File: config.mk
export PLATFORM = sky130hd
export DESIGN_NAME = ahb3lite_mem_responder_flat
export DESIGN_NICKNAME = d
export VERILOG_FILES = /design/src/rtl/ahb3lite_pkg.sv /design/src/rtl/ahb3lite_mem_responder_if.sv /design/src/rtl/ahb3lite_mem_responder.sv /design/src/flat_wrapper.sv
export SDC_FILE = /design/constraint.sdc
export NUM_CORES = 2
export LEC_CHECK = 0
export BUFFER_PORTS_ARGS = -buffer_cell sky130_fd_sc_hd__buf_2
export CAP_MARGIN = 30
export CELL_PAD_IN_SITES_DETAIL_PLACEMENT = 0
export CELL_PAD_IN_SITES_GLOBAL_PLACEMENT = 1
export CORE_MARGIN = 1.5
export CORE_UTILIZATION = 31
export DETAILED_ROUTE_END_ITERATION = 7
export PLACE_DENSITY = 0.49
export SLEW_MARGIN = 40
export SYNTH_ARGS = -nofsm -noshare
export SYNTH_HDL_FRONTEND = slang
export SYNTH_SLANG_ARGS = --single-unit
File: constraint.sdc
create_clock -name HCLK -period 7.3 [get_ports HCLK]
set_clock_uncertainty 0.15 [all_clocks]
set_input_delay 0.73 -clock HCLK [delete_from_list [all_inputs] [get_ports HCLK]]
set_output_delay 0.73 -clock HCLK [all_outputs]
set_load 0.02 [all_outputs]
File: src/rtl/ahb3lite_pkg.sv
// Shared AHB-Lite type definitions.
package ahb3lite_pkg;

  typedef enum logic [1:0] {
    IDLE   = 2'b00,
    BUSY   = 2'b01,
    NONSEQ = 2'b10,
    SEQ    = 2'b11
  } HTRANS_state;

endpackage

File: src/rtl/ahb3lite_mem_responder_if.sv
// AHB-Lite bus bundle between the DMA master and the memory responder.
interface ahb3lite_mem_responder_if;
  import ahb3lite_pkg::*;

  logic        HSEL;
  logic [31:0] HADDR;
  logic        HWRITE;
  HTRANS_state HTRANS;
  logic [2:0]  HSIZE;
  logic [31:0] HWDATA;
  logic        HREADY;
  logic        HREADYOUT;
  logic        HRESP;
  logic [31:0] HRDATA;

  modport master (
    output HSEL, HADDR, HWRITE, HTRANS, HSIZE, HWDATA, HREADY,
    input  HREADYOUT, HRESP, HRDATA
  );

  modport slave (
    input  HSEL, HADDR, HWRITE, HTRANS, HSIZE, HWDATA, HREADY,
    output HREADYOUT, HRESP, HRDATA
  );

endinterface

File: src/rtl/ahb3lite_mem_responder.sv
// AHB-Lite slave memory model: single/burst transfers, programmable wait
// states, memory-side write port for completed writes.
// Optional feature macro AHB_MEM_ERRCHK_EN: non-word HSIZE or unaligned
// HADDR gets a two-cycle ERROR response; without it every accept is OKAY.
module ahb3lite_mem_responder
  import ahb3lite_pkg::*;
#(
  parameter int unsigned MEM_AW = 6
) (
  input  logic                      HCLK,
  input  logic                      HRESET,
  ahb3lite_mem_responder_if.slave   bus,
  input  logic [3:0]                wait_cfg,
  output logic                      mem_write_flag,
  output logic [31:0]               mem_WR_addr,
  output logic [31:0]               HWDATA_toMem
);

  localparam int unsigned DEPTH = 1 << MEM_AW;

  typedef enum logic [2:0] {
    ST_IDLE,
    ST_WAIT,
    ST_DATA
`ifdef AHB_MEM_ERRCHK_EN
    , ST_ERR1,
    ST_ERR2
`endif
  } state_t;

  state_t            state;
  state_t            state_n;
  logic [3:0]        wcnt;
  logic [31:0]       dp_addr;
  logic              dp_write;
  logic              hreadyout_q;
  logic              hreadyout_d;
  logic [31:0]       hrdata_q;
  logic [31:0]       mem [DEPTH];
  logic              accept;
  logic [MEM_AW-1:0] ap_idx;
  logic [MEM_AW-1:0] dp_idx;

  assign accept = bus.HSEL & bus.HREADY &
                  ((bus.HTRANS == NONSEQ) || (bus.HTRANS == SEQ));
  assign ap_idx = bus.HADDR[MEM_AW+1:2];
  assign dp_idx = dp_addr[MEM_AW+1:2];

`ifdef AHB_MEM_ERRCHK_EN
  logic illegal;
  logic hresp_q;
  logic hresp_d;

  assign illegal = (bus.HSIZE != 3'b010) || (bus.HADDR[1:0] != 2'b00);
`else
  logic unused_hsize;

  assign unused_hsize = ^bus.HSIZE;
`endif

  // State register
  always_ff @(posedge HCLK) begin
    if (HRESET) begin
      state <= ST_IDLE;
    end else begin
      state <= state_n;
    end
  end

  // Next-state decode: ST_IDLE, ST_DATA and ST_ERR2 all take a new accept
  always_comb begin
    state_n = ST_IDLE;
    case (state)
      ST_WAIT: state_n = (wcnt == 4'd1) ? ST_DATA : ST_WAIT;
`ifdef AHB_MEM_ERRCHK_EN
      ST_ERR1: state_n = ST_ERR2;
`endif
      default: begin
        if (accept) begin
`ifdef AHB_MEM_ERRCHK_EN
          if (illegal) begin
            state_n = ST_ERR1;
          end else
`endif
          if (wait_cfg == 4'd0) begin
            state_n = ST_DATA;
          end else begin
            state_n = ST_WAIT;
          end
        end
      end
    endcase
  end

  // Output decode: registered-response next values and the combinational write port
  always_comb begin
    hreadyout_d = 1'b1;
`ifdef AHB_MEM_ERRCHK_EN
    hresp_d     = 1'b0;
`endif
    case (state_n)
      ST_WAIT: hreadyout_d = 1'b0;
`ifdef AHB_MEM_ERRCHK_EN
      ST_ERR1: begin
        hreadyout_d = 1'b0;
        hresp_d     = 1'b1;
      end
      ST_ERR2: hresp_d = 1'b1;
`endif
      default: hreadyout_d = 1'b1;
    endcase
    mem_write_flag = (state == ST_DATA) & dp_write & ~HRESET;
    HWDATA_toMem   = mem_write_flag ? bus.HWDATA : '0;
  end

  // Registered bus responses
  always_ff @(posedge HCLK) begin
    if (HRESET) begin
      hreadyout_q <= 1'b1;
`ifdef AHB_MEM_ERRCHK_EN
      hresp_q     <= 1'b0;
`endif
    end else begin
      hreadyout_q <= hreadyout_d;
`ifdef AHB_MEM_ERRCHK_EN
      hresp_q     <= hresp_d;
`endif
    end
  end

  // Address-phase capture, wait-state countdown and read-data register
  always_ff @(posedge HCLK) begin
    if (HRESET) begin
      dp_addr  <= '0;
      dp_write <= 1'b0;
      wcnt     <= '0;
      hrdata_q <= '0;
    end else if (accept) begin
      dp_addr  <= bus.HADDR;
      dp_write <= bus.HWRITE;
      wcnt     <= wait_cfg;
      // a write landing on the same word at this edge is forwarded
      hrdata_q <= (mem_write_flag && (dp_idx == ap_idx)) ? bus.HWDATA : mem[ap_idx];
    end else if (state == ST_WAIT) begin
      wcnt <= wcnt - 4'd1;
    end
  end

  // Backing array; contents are deliberately not reset
  always_ff @(posedge HCLK) begin
    if (mem_write_flag) begin
      mem[dp_idx] <= bus.HWDATA;
    end
  end

  assign bus.HREADYOUT = hreadyout_q;
  assign bus.HRDATA    = hrdata_q;
  assign mem_WR_addr   = dp_addr;
`ifdef AHB_MEM_ERRCHK_EN
  assign bus.HRESP     = hresp_q;
`else
  assign bus.HRESP     = 1'b0;
`endif

endmodule

File: src/flat_wrapper.sv
// flat-port wrapper written by rule: the top's interface ports become plain ports
module ahb3lite_mem_responder_flat import ahb3lite_pkg::*;
#(
  parameter int unsigned MEM_AW = 6
)
  (HCLK, HRESET, wait_cfg, mem_write_flag, mem_WR_addr, HWDATA_toMem, bus_HSEL, bus_HADDR, bus_HWRITE, bus_HTRANS, bus_HSIZE, bus_HWDATA, bus_HREADY, bus_HREADYOUT, bus_HRESP, bus_HRDATA);
  ahb3lite_mem_responder_if bus_i ();
  input  logic HCLK;
  input  logic HRESET;
  input  logic [3:0] wait_cfg;
  output logic mem_write_flag;
  output logic [31:0] mem_WR_addr;
  output logic [31:0] HWDATA_toMem;
  input wire logic [$bits(bus_i.HSEL)-1:0] bus_HSEL;
  input wire logic [$bits(bus_i.HADDR)-1:0] bus_HADDR;
  input wire logic [$bits(bus_i.HWRITE)-1:0] bus_HWRITE;
  input wire logic [$bits(bus_i.HTRANS)-1:0] bus_HTRANS;
  input wire logic [$bits(bus_i.HSIZE)-1:0] bus_HSIZE;
  input wire logic [$bits(bus_i.HWDATA)-1:0] bus_HWDATA;
  input wire logic [$bits(bus_i.HREADY)-1:0] bus_HREADY;
  output wire logic [$bits(bus_i.HREADYOUT)-1:0] bus_HREADYOUT;
  output wire logic [$bits(bus_i.HRESP)-1:0] bus_HRESP;
  output wire logic [$bits(bus_i.HRDATA)-1:0] bus_HRDATA;
  assign bus_i.HSEL = bus_HSEL;
  assign bus_i.HADDR = bus_HADDR;
  assign bus_i.HWRITE = bus_HWRITE;
  assign bus_i.HTRANS = bus_HTRANS;
  assign bus_i.HSIZE = bus_HSIZE;
  assign bus_i.HWDATA = bus_HWDATA;
  assign bus_i.HREADY = bus_HREADY;
  assign bus_HREADYOUT = bus_i.HREADYOUT;
  assign bus_HRESP = bus_i.HRESP;
  assign bus_HRDATA = bus_i.HRDATA;
  ahb3lite_mem_responder #(.MEM_AW(MEM_AW)) u_core (.HCLK(HCLK), .HRESET(HRESET), .bus(bus_i), .wait_cfg(wait_cfg), .mem_write_flag(mem_write_flag), .mem_WR_addr(mem_WR_addr), .HWDATA_toMem(HWDATA_toMem));
endmodule
==> results_dict.tcl <==
set metrics [dict create \
    period_needed_ns 3.91 \
    p_per_area_nw_per_um2 267 \
    seq_power_share 0.526 \
    slew_viol_final 0 \
    synth_cell_types 56 \
    synthArstFlopShare 0 \
    fin_setup_tns_ns 0 \
    netlist_instances 3909 \
    rows 187 \
    cts_buffers 225 \
    ys_seq_area_frac 0.774 \
    post-cts-setup-buffers 0 \
    grt_usage 0.180 \
    io_buffers 171 \
    crit_required_ns 7.69 \
    clk_path_buf_depth 3 \
    first_pass_iters 7 \
    final_core_util 0.365 \
    ant_nets 0 \
    via_per_inst 5.04 \
    clockPowerShare 0.427 \
    p_sw_frac 0.220 \
    max_freq_ghz 0.256 \
    tightest_slew_ns 0.930 \
    grt_start_max_net_pins 83 \
    max_cap_viol_count 0 \
    rsz0062_at_grt "false" \
    cts.clk_slew.worst_paths_ns 0.06 \
    fin_crit_sh 0.535 \
    cp-start-kind "flop" \
    die_x_microns 515 \
    antenna_found_initial 21 \
    cts_htree_levels 4 \
    die_h_microns 515 \
    nFillCells 24200 \
    insertion_delay_ns 0.86 \
    postCtsHoldBufs 33 \
    dp_hpwl_microns 139000 \
    grt_pass1_wl_microns 335000 \
    crit_path_end_kind "flop" \
    clockRootBuffer "clkbuf_16" \
    switchingPower_mw 5.58 \
    max_slew_margin 0.379 \
    dieArea_sq_um 265000 \
    syn_area_sq_um 81300 \
    ys_warn_count 0 \
    synth_top_area_share 0.756 \
    grt_pass1_vias 41800 \
    layout.nets 4387 \
    cts_tree "built" \
    grt_overflow 0 \
    yosys_register_bits 2120 \
    area_growth_pct 16.9 \
    top_usage_layer "met2" \
    initial_utilization 0.313 \
    core_sq_um 260000 \
    hold_violations 0 \
    cts_resized 0 \
    cts_sinks 2120 \
    grt.met1_usage 0.245 \
    internal_power_mw 19.8 \
    power_leakage_nw 29.9 \
    outcome "finished clean" \
    use_met2 0.296 \
    combPwrFrac 0.047 \
    synth_ff_type "edfxtp_1" \
    synthTopCellsByArea "edfxtp_1 (76%), mux4_2 (13%), dfxtp_1 (1.8%), mux2i_1 (1.6%), nand2_1 (1.1%)" \
    drive_gt1_frac 0.277 \
    wl_per_cell_microns 30.1 \
    syn-num-nets 3989 \
    yosysTopAreaCell "edfxtp_1" \
    ir_drop_mv 0.201 \
    worstPathArrival_ns 4.30 \
    num_vias 40300 \
    setup_viol 0 \
    routed_wl_microns 241000 \
    first_iter_violations 3674 \
    critical_path_class "flop to flop" \
    use_met3 0.0285 \
    gp_congestion 0.747 \
    boundaryPins 177 \
    hold_class "primary input to flop" \
    path_max_fanout 40 \
    synth-edff-count 2048 \
    drc 0 \
    synth_area_per_cell_sq_um 20.8 \
]
cells in the final DEF (no fill, tap or decap), types with 8 or more instances in the layout:
master | synthesis | final
a2111oi_2 | 12 | 11
clkbuf_16 | 0 | 227
a2111oi_0 | 9 | 9
and2_1 | 34 | 34
nor2_4 | 0 | 66
bufinv_16 | 0 | 9
nand3_1 | 61 | 54
nor4_2 | 0 | 10
dfxtp_1 | 72 | 72
a221o_1 | 17 | 17
a22o_1 | 20 | 20
nor2_1 | 190 | 124
o22ai_1 | 48 | 48
a21oi_1 | 99 | 99
mux4_2 | 464 | 464
o21ai_0 | 38 | 38
a211oi_1 | 16 | 16
nor4_1 | 28 | 18
dlygate4sd3_1 | 0 | 33
edfxtp_1 | 2048 | 2048
buf_8 | 3 | 16
buf_2 | 62 | 167
clkinv_2 | 0 | 43
buf_12 | 1 | 17
nor2b_1 | 17 | 13
diode_2 | 0 | 8
clkbuf_1 | 63 | 65
clkinv_1 | 0 | 49
buf_4 | 45 | 149
mux2i_1 | 129 | 129
a22oi_1 | 62 | 62
nand2_1 | 233 | 231
power by group through the flow:
stage | Sequential [mW] | Combinational [mW] | Clock, mW
finish | 13.4 | 1.20 | 10.9
global route | 13.4 | 1.29 | 11.6
CTS | 13.4 | 1.22 | 11.1
detailed placement | 13.6 | 1.20 | 0
global placement | 13.6 | 1.18 | 0
floorplan | 13.6 | 0.617 | 0
state kept, by name, indices dropped and copies added (netlist names):
register and count:
u_core.bus.HRDATA 32, u_core.bus.HREADYOUT 1, u_core.dp_write 1, u_core.mem 2048, u_core.mem_WR_addr 32, u_core.state 2, u_core.wcnt 4
cells in the mapped netlist, drive strengths merged (3+ instances only):
master	n
nor4	28
o21ai	38
o2111a	5
a211oi	16
clkbuf	65
nand3	61
a221o	17
o22a	6
nor2b	17
or2	3
xor2	7
a21oi	99
or3b	3
inv	5
nand2b	7
buf	156
nand3b	4
o22ai	48
a22o	20
o31ai	5
dfxtp	72
a22oi	62
mux2i	129
nand2	233
a2111oi	26
o211ai	6
nor2	190
mux4	464
a311oi	7
and2	34
edfxtp	2048
mux2	6
layer usage:
| metal | wire (microns) | part of all wire | up-vias |
|---|---|---|---|
| met3 | 11200 | 0.046 | 338 |
| met5 | 9 | 0.000037 | - |
| met4 | 7270 | 0.030 | 2 |
| li1 | - | - | 17000 |
| met1 | 105000 | 0.44 | 22000 |
| met2 | 117000 | 0.49 | 1026 |
worst max-delay path, stage by stage, from the launching register on:
cell	delay, ns
dfxtp_1	0.35
nor4bb_4	0.30
buf_4	0.47
nor2b_1	0.40
nand2_1	0.59
nor2_4	0.69
buf_8	0.27
buf_4	0.31
per-stage QoR:
| step | hold slack [ns] | area, sq um | worst slack [ns] | total power [mW] | cells |
|---|---|---|---|---|---|
| after CTS | 0.0191 | 94800 | 3.27 | 25.7 | 7980 |
| after detailed placement | 0.294 | 87600 | 2.74 | 14.8 | 7534 |
| final | 0.0881 | 95100 | 3.39 | 25.4 | 7997 |
| after floorplan | 0.281 | 81300 | 3.34 | 14.3 | 3909 |
| after global routing | 0.0410 | 95000 | 3.17 | 26.2 | 7990 |
| after global placement | 0.293 | 87200 | 2.63 | 14.8 | 7517 |
final timing paths:
path / startpoint / end / slack [ns] / cells past startpoint
worst max-delay path: u_core.state[1] / u_core.mem[42][22] / 3.39 / 7
worst min-delay path: bus_HWDATA[26] / u_core.mem[45][26] / 0.09 / 1
worst max register to register: u_core.state[1] / u_core.mem[42][22] / 3.39 / 7
worst min register to register: u_core.mem_WR_addr[31] / u_core.mem_WR_addr[31] / 0.30 / 2
cells by family after synthesis:
family	Yosys count	share of synthesized area
flip-flops	2120	0.774
multiplexers	599	0.145
AND/OR/NAND/NOR	591	0.0319
AO/OA/AOI/OAI	361	0.0311
buffers and inverters	226	0.0165
XOR/XNOR	9	0.000969
adder cells (fa/ha/maj)	2	0.000308
other	1	0.0000461
final cells by class:
cell class                      count  area, sq um  share of cell area
Antenna cell                        8         20.0            0.000211
Clock buffer                      297         5990              0.0630
Clock inverter                    116          921             0.00969
Inverter                            5         20.0            0.000211
Multi-Input combinational cell   1563        17800               0.187
Sequential cell                  2120        62900               0.662
Tap cell                         3496         4370              0.0460
Timing Repair Buffer              392         3040              0.0320
No activity file was read; power rests on OpenSTA's default activity.
